### config.mk
export PLATFORM = sky130hd
export DESIGN_NAME = cache_axi_bridge
export DESIGN_NICKNAME = d
export VERILOG_FILES = /design/src/rtl/cache_axi_pkg.sv /design/src/rtl/axi_wr_buffer.sv /design/src/rtl/cache_axi_bridge.sv
export SDC_FILE = /design/constraint.sdc
export NUM_CORES = 1
export LEC_CHECK = 0
export ABC_CLOCK_PERIOD_IN_PS = 2160
export BUFFER_PORTS_ARGS = -buffer_cell sky130_fd_sc_hd__buf_2
export CAP_MARGIN = 20
export CORE_AREA = 2 2 170 172
export DETAILED_ROUTE_END_ITERATION = 12
export DIE_AREA = 0 0 172 174
export GPL_TIMING_DRIVEN = 0
export PLACE_DENSITY = 0.6
export SYNTH_ARGS = -nofsm -noshare
export SYNTH_HDL_FRONTEND = slang
export SYNTH_SLANG_ARGS = --single-unit
### constraint.sdc
create_clock -name clk -period 2.16 [get_ports clk]
set_input_delay 0 -clock clk [delete_from_list [all_inputs] [get_ports clk]]
set_output_delay 0 -clock clk [all_outputs]
set_load 0.02 [all_outputs]
### src/rtl/cache_axi_pkg.sv
// Shared definitions for the cache-to-AXI bridge: request type codes,
// AXI burst/size constants, FSM state encodings and the helpers that map a
// cache request type onto AXI burst length and beat size.
package cache_axi_pkg;

  localparam logic [2:0] TYPE_BYTE = 3'b000;
  localparam logic [2:0] TYPE_HALF = 3'b001;
  localparam logic [2:0] TYPE_WORD = 3'b010;
  localparam logic [2:0] TYPE_LINE = 3'b100;

  localparam logic [1:0] BURST_INCR = 2'b01;
  localparam logic [2:0] SIZE_4B    = 3'd2;
  localparam logic [7:0] LINE_LEN   = 8'd3;

  typedef enum logic [1:0] {R_IDLE, R_AR, R_DATA} rd_state_e;
  typedef enum logic [1:0] {W_IDLE, W_SEND, W_B}  wr_state_e;

  // Bit 2 of the request type marks a full-line (4-word) transfer.
  function automatic logic [7:0] axi_len(input logic [2:0] typ);
    return typ[2] ? LINE_LEN : 8'd0;
  endfunction

  function automatic logic [2:0] axi_size(input logic [2:0] typ);
    return typ[2] ? SIZE_4B : {1'b0, typ[1:0]};
  endfunction

endpackage

### src/rtl/axi_wr_buffer.sv
// One-entry write buffer with its write FSM and the AXI AW/W/B channels.
// Ports: cache write request (wr_*_i, wr_rdy_o), busy_o/line_addr_o for the
// read-after-write hazard compare in the parent, AXI AW/W/B master signals.
module axi_wr_buffer
  import cache_axi_pkg::*;
#(
  parameter logic [3:0] WR_ID = 4'd1
) (
  input  logic         clk,
  input  logic         resetn,
  input  logic         wr_req_i,
  input  logic [3:0]   wr_type_i,
  input  logic [31:0]  wr_addr_i,
  input  logic [3:0]   wr_wstrb_i,
  input  logic [127:0] wr_data_i,
  output logic         wr_rdy_o,
  output logic         busy_o,
  output logic [27:0]  line_addr_o,
  output logic [3:0]   awid_o,
  output logic [31:0]  awaddr_o,
  output logic [7:0]   awlen_o,
  output logic [2:0]   awsize_o,
  output logic [1:0]   awburst_o,
  output logic         awvalid_o,
  input  logic         awready_i,
  output logic [31:0]  wdata_o,
  output logic [3:0]   wstrb_o,
  output logic         wlast_o,
  output logic         wvalid_o,
  input  logic         wready_i,
  input  logic [3:0]   bid_i,
  input  logic [1:0]   bresp_i,
  input  logic         bvalid_i,
  output logic         bready_o
);

  wr_state_e      state_q;
  logic [31:0]    addr_q;
  logic [2:0]     type_q;
  logic [3:0]     wstrb_q;
  logic [127:0]   data_q;
  logic           aw_done_q;
  logic           w_done_q;
  logic [1:0]     beat_q;
  logic           aw_hs, w_hs, is_line;
  logic [1:0]     word_idx;
  logic           unused_wr;

  assign unused_wr = ^{bid_i, bresp_i, wr_type_i[3]};

  assign is_line   = type_q[2];
  assign awvalid_o = (state_q == W_SEND) & ~aw_done_q;
  // wvalid drops once the last beat is accepted so no extra W beat is sent
  // while AW is still waiting.
  assign wvalid_o  = (state_q == W_SEND) & ~w_done_q;
  assign aw_hs     = awvalid_o & awready_i;
  assign w_hs      = wvalid_o & wready_i;

  assign awid_o    = WR_ID;
  assign awaddr_o  = addr_q;
  assign awlen_o   = axi_len(type_q);
  assign awsize_o  = axi_size(type_q);
  assign awburst_o = BURST_INCR;

  // A single-beat write carries the word selected by its address; a line
  // write walks the buffer in beat order.
  assign word_idx  = is_line ? beat_q : addr_q[3:2];
  assign wdata_o   = data_q[{word_idx, 5'd0} +: 32];
  assign wstrb_o   = is_line ? 4'hf : wstrb_q;
  assign wlast_o   = (beat_q == awlen_o[1:0]);

  assign bready_o    = (state_q == W_B);
  assign wr_rdy_o    = (state_q == W_IDLE);
  assign busy_o      = ~wr_rdy_o;
  assign line_addr_o = addr_q[31:4];

  always_ff @(posedge clk) begin
    if (!resetn) begin
      state_q   <= W_IDLE;
      addr_q    <= '0;
      type_q    <= '0;
      wstrb_q   <= '0;
      data_q    <= '0;
      aw_done_q <= 1'b0;
      w_done_q  <= 1'b0;
      beat_q    <= '0;
    end else begin
      case (state_q)
        W_IDLE: begin
          if (wr_req_i) begin
            addr_q    <= wr_addr_i;
            type_q    <= wr_type_i[2:0];
            wstrb_q   <= wr_wstrb_i;
            data_q    <= wr_data_i;
            aw_done_q <= 1'b0;
            w_done_q  <= 1'b0;
            beat_q    <= '0;
            state_q   <= W_SEND;
          end
        end
        W_SEND: begin
          if (aw_hs) aw_done_q <= 1'b1;
          if (w_hs) begin
            beat_q <= beat_q + 2'd1;
            if (wlast_o) w_done_q <= 1'b1;
          end
          // AW and the last W beat may complete in either order or together.
          if ((aw_done_q | aw_hs) & (w_done_q | (w_hs & wlast_o)))
            state_q <= W_B;
        end
        W_B: begin
          if (bvalid_i) state_q <= W_IDLE;
        end
        default: state_q <= W_IDLE;
      endcase
    end
  end

endmodule

### src/rtl/cache_axi_bridge.sv
// Memory-side responder for a cache refill/write-back port. Reads become
// AXI AR/R transactions (one outstanding) and refill data is passed back on
// ret_*; writes go through a one-entry buffer (axi_wr_buffer) to AW/W/B.
// Ports: cache rd_*/ret_*/wr_* interface, AXI4 master AR/R/AW/W/B channels.
module cache_axi_bridge
  import cache_axi_pkg::*;
#(
  parameter logic [3:0] RD_ID = 4'd0,
  parameter logic [3:0] WR_ID = 4'd1
) (
  input  logic         clk,
  input  logic         resetn,
  input  logic         rd_req,
  input  logic [3:0]   rd_type,
  input  logic [31:0]  rd_addr,
  output logic         rd_rdy,
  output logic         ret_valid,
  output logic [1:0]   ret_last,
  output logic [31:0]  ret_data,
  input  logic         wr_req,
  input  logic [3:0]   wr_type,
  input  logic [31:0]  wr_addr,
  input  logic [3:0]   wr_wstrb,
  input  logic [127:0] wr_data,
  output logic         wr_rdy,
  output logic [3:0]   arid,
  output logic [31:0]  araddr,
  output logic [7:0]   arlen,
  output logic [2:0]   arsize,
  output logic [1:0]   arburst,
  output logic         arvalid,
  input  logic         arready,
  input  logic [3:0]   rid,
  input  logic [31:0]  rdata,
  input  logic [1:0]   rresp,
  input  logic         rlast,
  input  logic         rvalid,
  output logic         rready,
  output logic [3:0]   awid,
  output logic [31:0]  awaddr,
  output logic [7:0]   awlen,
  output logic [2:0]   awsize,
  output logic [1:0]   awburst,
  output logic         awvalid,
  input  logic         awready,
  output logic [31:0]  wdata,
  output logic [3:0]   wstrb,
  output logic         wlast,
  output logic         wvalid,
  input  logic         wready,
  input  logic [3:0]   bid,
  input  logic [1:0]   bresp,
  input  logic         bvalid,
  output logic         bready
);

  rd_state_e   rd_state_q;
  logic [31:0] rd_addr_q;
  logic [2:0]  rd_type_q;
  logic        arvalid_q;
  logic        wb_busy;
  logic [27:0] wb_line;
  logic        hazard;
  logic        unused_rd;

  assign unused_rd = ^{rid, rresp, rd_type[3]};

  // Block reads of a line that is buffered, or is being buffered this cycle,
  // until its B response has come back.
  assign hazard = (wb_busy & (rd_addr[31:4] == wb_line)) |
                  (wr_req & wr_rdy & (rd_addr[31:4] == wr_addr[31:4]));
  assign rd_rdy = (rd_state_q == R_IDLE) & ~hazard;

  assign arid    = RD_ID;
  assign araddr  = rd_addr_q;
  assign arlen   = axi_len(rd_type_q);
  assign arsize  = axi_size(rd_type_q);
  assign arburst = BURST_INCR;
  assign arvalid = arvalid_q;

  assign rready    = (rd_state_q == R_DATA);
  assign ret_valid = rready & rvalid;
  assign ret_data  = rdata;
  assign ret_last  = {1'b0, rready & rlast};

  always_ff @(posedge clk) begin
    if (!resetn) begin
      rd_state_q <= R_IDLE;
      rd_addr_q  <= '0;
      rd_type_q  <= '0;
      arvalid_q  <= 1'b0;
    end else begin
      case (rd_state_q)
        R_IDLE: begin
          if (rd_req && rd_rdy) begin
            rd_addr_q  <= rd_addr;
            rd_type_q  <= rd_type[2:0];
            arvalid_q  <= 1'b1;
            rd_state_q <= R_AR;
          end
        end
        R_AR: begin
          if (arready) begin
            arvalid_q  <= 1'b0;
            rd_state_q <= R_DATA;
          end
        end
        R_DATA: begin
          if (rvalid && rlast) rd_state_q <= R_IDLE;
        end
        default: rd_state_q <= R_IDLE;
      endcase
    end
  end

  axi_wr_buffer #(.WR_ID(WR_ID)) u_wr_buffer (
    .clk        (clk),
    .resetn     (resetn),
    .wr_req_i   (wr_req),
    .wr_type_i  (wr_type),
    .wr_addr_i  (wr_addr),
    .wr_wstrb_i (wr_wstrb),
    .wr_data_i  (wr_data),
    .wr_rdy_o   (wr_rdy),
    .busy_o     (wb_busy),
    .line_addr_o(wb_line),
    .awid_o     (awid),
    .awaddr_o   (awaddr),
    .awlen_o    (awlen),
    .awsize_o   (awsize),
    .awburst_o  (awburst),
    .awvalid_o  (awvalid),
    .awready_i  (awready),
    .wdata_o    (wdata),
    .wstrb_o    (wstrb),
    .wlast_o    (wlast),
    .wvalid_o   (wvalid),
    .wready_i   (wready),
    .bid_i      (bid),
    .bresp_i    (bresp),
    .bvalid_i   (bvalid),
    .bready_o   (bready)
  );

endmodule
Yosys cells after proc, flatten, opt, wreduce, memory -nomap -nowiden
Cells that the tools add are included.
{"block": "word_totals", "ff_bits": 211, "input_bits": 258, "output_inout_bits": 177, "elab_cells": 89}
{"block": "op_classes", "addsub": 1, "n_eq_ne": 16, "shifts": 1, "mux": 26, "bitwise": 19, "n_reduce_logical": 14}
{"cell": "$shiftx 128x8->32", "n": 1}
{"cell": "$eq 28x28->1", "n": 2}
{"cell": "$mux 2", "n": 13}
{"cell": "$reduce_and 3->1", "n": 5}
{"cell": "$and 1x1->1", "n": 12}
{"cell": "$pmux 2 s3", "n": 2}
{"cell": "$ne 2x1->1 const B", "n": 5}
{"cell": "$ne 2x2->1 const B", "n": 4}
{"cell": "$mux 1", "n": 6}
{"cell": "$pmux 1 s2", "n": 3}
{"cell": "$eq 2x1->1 const B", "n": 2}
{"cell": "$eq 2x2->1 const B", "n": 2}
{"cell": "$logic_not 2->1", "n": 2}
{"cell": "$mux 4", "n": 1}
{"cell": "$not 1->1", "n": 4}
{"cell": "$pmux 2 s2", "n": 1}
{"cell": "$reduce_and 2->1", "n": 2}
{"cell": "$reduce_and 4->1", "n": 1}
{"cell": "$reduce_bool 2->1", "n": 2}
{"cell": "$or 1x1->1", "n": 3}
{"cell": "$add 2x1->2 const B", "n": 1}
{"cell": "$eq 2x2->1", "n": 1}
{"cell": "$logic_and 1x1->1", "n": 2}

Logic depth before layout (Yosys ltp)
{"block": "depth", "depth_word": 9, "mapped_depth": 9, "mapped_depth_nobuf": 6}

Hierarchy
A second synthesis with hierarchy kept.
{"block": "unflattened", "cells_unflattened": 1158, "area_unflattened_um2": 10273.6}
{"mod": "axi_wr_buffer", "instances": 1, "cells_each": 859, "area_each_um2": 7711.1, "seq_area_each_um2": 3463.3}
{"mod": "cache_axi_bridge", "instances": 1, "cells_each": 299, "area_each_um2": 2562.5, "seq_area_each_um2": 760.7}

Worst setup path after synthesis
No wires, ideal clock.
{"block": "synth_timing", "path_type": "reg-to-reg", "from": "register u_wr_buffer.state_q[0]", "to": "register rd_state_q[0]", "setup_ps": 115, "arrival_time_ps": 1804, "required_time_ps": 2045, "path_slack_ps": 241, "path_stages_with_launch": 10, "path_buffers": 3, "period_less_slack_ps": 1919, "path_cell_list": "dfxtp_1 > nor2_1 > and2_1 > buf_2 > nand3_1 > nor4_2 > nor3_1 > buf_6 > buf_8 > o21a_1"}
{"block": "synth_via", "elab_chain_cells": 9, "elab_cells_between_ends": 11, "cone_classes": "1 x eq/ne; 7 x bitwise; 3 x reduce/logical"}
{"element": "from (decl)", "line_no": "axi_wr_buffer.sv:37", "source": "wr_state_e state_q;"}
{"element": "from (signal assigned)", "line_no": "axi_wr_buffer.sv:79", "source": "state_q <= W_IDLE;"}
{"element": "from (signal assigned)", "line_no": "axi_wr_buffer.sv:98", "source": "state_q <= W_SEND;"}
{"element": "from (signal assigned)", "line_no": "axi_wr_buffer.sv:109", "source": "state_q <= W_B;"}
{"element": "$logic_not 2->1 (*)", "line_no": "axi_wr_buffer.sv:73", "source": "assign wr_rdy_o = (state_q == W_IDLE);"}
{"element": "net wr_rdy", "line_no": "cache_axi_bridge.sv:25", "source": "output logic wr_rdy,"}
{"element": "$and 1x1->1 or $not 1->1 (tied branches)", "line_no": "cache_axi_bridge.sv:71, axi_wr_buffer.sv:74"}
{"element": "$and 1x1->1, on equally long branches", "line_no": "cache_axi_bridge.sv:71, cache_axi_bridge.sv:70"}
{"element": "$or 1x1->1 (*)", "line_no": "cache_axi_bridge.sv:70", "source": "assign hazard = (wb_busy & (rd_addr[31:4] == wb_line)) |"}
{"element": "$not 1->1 (*)", "line_no": "cache_axi_bridge.sv:72", "source": "assign rd_rdy = (rd_state_q == R_IDLE) & ~hazard;"}
{"element": "$and 1x1->1 (*)", "line_no": "cache_axi_bridge.sv:72"}
{"element": "$logic_and 1x1->1 (*)", "line_no": "cache_axi_bridge.sv:95", "source": "if (rd_req && rd_rdy) begin"}
{"element": "$ne 2x1->1 (no source line) (*)"}
{"element": "$reduce_and 3->1 (no source line) (*)"}
{"element": "to (signal assigned)", "line_no": "cache_axi_bridge.sv:99", "source": "rd_state_q <= R_AR;"}
{"element": "to (signal assigned)", "line_no": "cache_axi_bridge.sv:105", "source": "rd_state_q <= R_DATA;"}
{"element": "to (signal assigned)", "line_no": "cache_axi_bridge.sv:109", "source": "if (rvalid && rlast) rd_state_q <= R_IDLE;"}
{"element": "to (decl)", "line_no": "cache_axi_bridge.sv:57", "source": "rd_state_e rd_state_q;"}
The timed path passes the listed nets; every way through them passes the cells marked *.
A chain may end at the register's enable or synchronous reset.

Worst setup path after layout
{"block": "layout_timing", "from": "register u_wr_buffer.type_q[2]", "to": "output port wdata[23]"}
{"block": "layout_via", "elab_chain_cells": 2}
{"element": "from (decl)", "line_no": "axi_wr_buffer.sv:39", "source": "logic [2:0] type_q;"}
{"element": "from (signal assigned)", "line_no": "axi_wr_buffer.sv:92", "source": "type_q <= wr_type_i[2:0];"}
{"element": "$mux 2", "line_no": "axi_wr_buffer.sv:67", "source": "assign word_idx = is_line ? beat_q : addr_q[3:2];"}
{"element": "$shiftx 128x8->32", "line_no": "axi_wr_buffer.sv:68", "source": "assign wdata_o = data_q[{word_idx, 5'd0} +: 32];"}
{"element": "to (decl)", "line_no": "cache_axi_bridge.sv:46", "source": "output logic [31:0] wdata,"}
Every way passes these cells.

==> run metrics <==
Boundary Pins=between 400 and 500; initial antenna violation count=2; Initial Utilization=0.349; Setup WS post-layout=-0.0975 ns; Pleak=7.08 nW; Post-synth EDFFs=0; critical path's slowest cell=mux4_2; total grt overflow=0; RSZ-0062 raised after global routing=true; area delta synth->final=61.0%; f_max=443 MHz; measured slew at the worst slew-check pin=0.733 ns; post-synth cell types=36; Switch Pwr=3.34 mW; critical path's most frequent cell=buf_12; Die Span X=roughly 170 um; CTS tree=built; Slew HR=0.512; Synth Flop Type=dfxtp_1; part of the power in registers=0.379; max-cap viol count=0; min Tclk post-route=2.26 ns; post-DR vias/cell=4.75; final design utilization=0.562; Final Hold Vio Count=0; ANT nets after route=0; nets=approximately 2000; placed inst area=between 0.01 and 0.015 mm2; drt wl/cell=18.1 um; number of buffers created by CTS=25; power per cell area=723 mW/mm2; mapped cell area=0.00987 mm2; cells along the critical path=mux2i_4, buf_12, buf_12, buf_16, mux4_2, buf_6; CTS Sinks=between 200 and 250; # port buffers=360; sequential area share after synthesis=0.428; Crit Path Max Fanout=6; Area contributors post-synth=dfxtp_1 43%, nand2_1 16%, a21boi_0 13%, mux4_2 7.3%, buf_4 4.8%; routed wire length=39200 um; number of remaining DRC errors=0; initial drt markers=577; Max Slew Vio Count=0; endpoints failing setup=11; GRT Resource Usage Total=0.253; failing checks=negative setup slack; height of the chip=174 um; crit path kind=register to output pin; Synth top cells by count=412 x nand2_1, 211 x dfxtp_1, 170 x a21boi_0; # rows=62; Detailed Routing Iterations Pass 1=6; Finished Cell Area=0.0159 mm2; first-pass GRT wire length=57800 um; post-synth top area cell=dfxtp_1; H-tree depth=1; status=complete, but fails checks; TNS Setup=-0.605 ns; async set-reset flop share out of synthesis=0; yosys warns=0; clk_lat worst skew=0.54 ns; Startpoint Class=register; largest net degree at the start of global routing=14; endpoint class of the critical path=output pin; Internal=between 8 and 9 mW; clock share of power=0.386; post-synthesis register bit count=211; Gate power share=0.234; full die area=0.0299 mm2; Root Driver=clkbuf_16; RD Place Congestion=0.915; count leader, synth=nand2_1; Mapped Cells=1130; vias in the first global route=10400; Switching Share=0.291; hold_ws=approximately 0.043 ns; CP peak stage delay=between 0.5 and 0.6 ns; routed via count=10300; Setup Skew=0.0109 ns; CTS max path bufs=3; Synth top area share=0.428; Hold Path Class=input pin to register; core box area=between 0.02 and 0.03 mm2; CTS clock-pin slew for the worst setup and hold paths=0.06 ns; Worst EP arrival=2.26 ns; DP Wirelength=27100 um; fin crit share=1.05; Worst Path Required=2.16 ns; synthesized area per cell=8.73 um2; Max rail drop VDD=0.647 mV; share of cells above drive strength 1=0.313
## per-layer routing
metal | track usage | vias up | part of all wire
li1 | - | 4924 | -
met1 | 0.325 | 4843 | 0.42
met2 | 0.419 | 418 | 0.47
met3 | 0.0330 | 130 | 0.055
met4 | 0.119 | 2 | 0.048
met5 | 0 | - | 0.00033
## registers in the layout, indices dropped and copies added, names as in the netlist
name,flops
u_wr_buffer.beat_q,2
arvalid,1
rd_type_q,3
u_wr_buffer.data_q,128
araddr,32
u_wr_buffer.type_q,3
rd_state_q,2
u_wr_buffer.aw_done_q,1
u_wr_buffer.awaddr_o,32
u_wr_buffer.wstrb_q,4
u_wr_buffer.state_q,2
u_wr_buffer.w_done_q,1
## worst max-delay path: cells and delay by family, from the launching register on
kind,cells,cell delay (ns)
muxes,2,0.77
buffers and inverters,4,0.58
DFF,1,0.37
## cells by family after synthesis
family,after synthesis,share of synthesized area
xor gates and xnor gates,53,0.0470
and+or+nand+nor,469,0.192
DFF,211,0.428
buffers and inverters,142,0.0827
muxes,70,0.112
AOI/OAI and AO/OA,183,0.138
other,2,0.000761
## metrics by stage
step           setup WS, ns  power, mW  cells
6_report            -0.0975       11.5   2170
5_1_grt              -0.154       11.9   2169
4_1_cts             -0.0998       11.5   2171
3_5_place_dp         -0.772       6.57   1899
3_3_place_gp         -0.727       6.54   1899
2_1_floorplan         0.241       5.70   1155
## cells in the final DEF, fill, tap and decap left out, drive strengths merged, types with 5 or more instances in the layout
master | Yosys | layout
a21boi | 170 | 170
and2 | 7 | 7
buf | 71 | 442
clkbuf | 68 | 106
clkinv | 0 | 5
conb | 2 | 27
dfxtp | 211 | 211
dlygate4sd3 | 0 | 211
mux2i | 38 | 38
mux4 | 32 | 32
nand2 | 412 | 412
nand3 | 5 | 5
nand4 | 8 | 8
nor2 | 8 | 8
nor2b | 6 | 6
nor4 | 8 | 8
or2 | 6 | 6
xnor2 | 32 | 32
xor2 | 21 | 21
## cell type report
type,instances,area [um2]
flip-flops and latches,211,4230
clock inverters,9,135
diodes,2,5.00
clock buffers,36,727
multi-input cells,802,4980
plain buffers,137,922
inverters,3,11.3
well taps,384,480
repair buffers,586,4390
fillers,2562,12400
## power by group through the flow
stage / combinational (mW) / sequential (mW) / clock (mW)
global route: 2.88 / 4.39 / 4.66
global placement: 2.12 / 4.42 / 0
CTS: 2.64 / 4.35 / 4.50
floorplan: 1.20 / 4.50 / 0
detailed placement: 2.14 / 4.43 / 0
finish: 2.69 / 4.36 / 4.44
## what timing repair did
action,4_1_cts,5_1_grt
setup endpoints to repair,194,152
setup buffers,10,0
pin swaps,2,1
cloned,6,0
endpoints found under the hold margin,211,0
gates resized for setup,87,69
hold buffers,211,0
## path summary, 6_finish.rpt
path	start	end	slack (ns)	cells past startpoint
min	wr_req	u_wr_buffer.state_q[0]	0.04	6
max	u_wr_buffer.type_q[2]	wdata[23]	-0.1	6
min reg2reg	rd_type_q[1]	rd_type_q[1]	0.46	2
max reg2reg	u_wr_buffer.awaddr_o[6]	rd_state_q[0]	0.12	8
No activity file was read; power rests on OpenSTA's default activity.
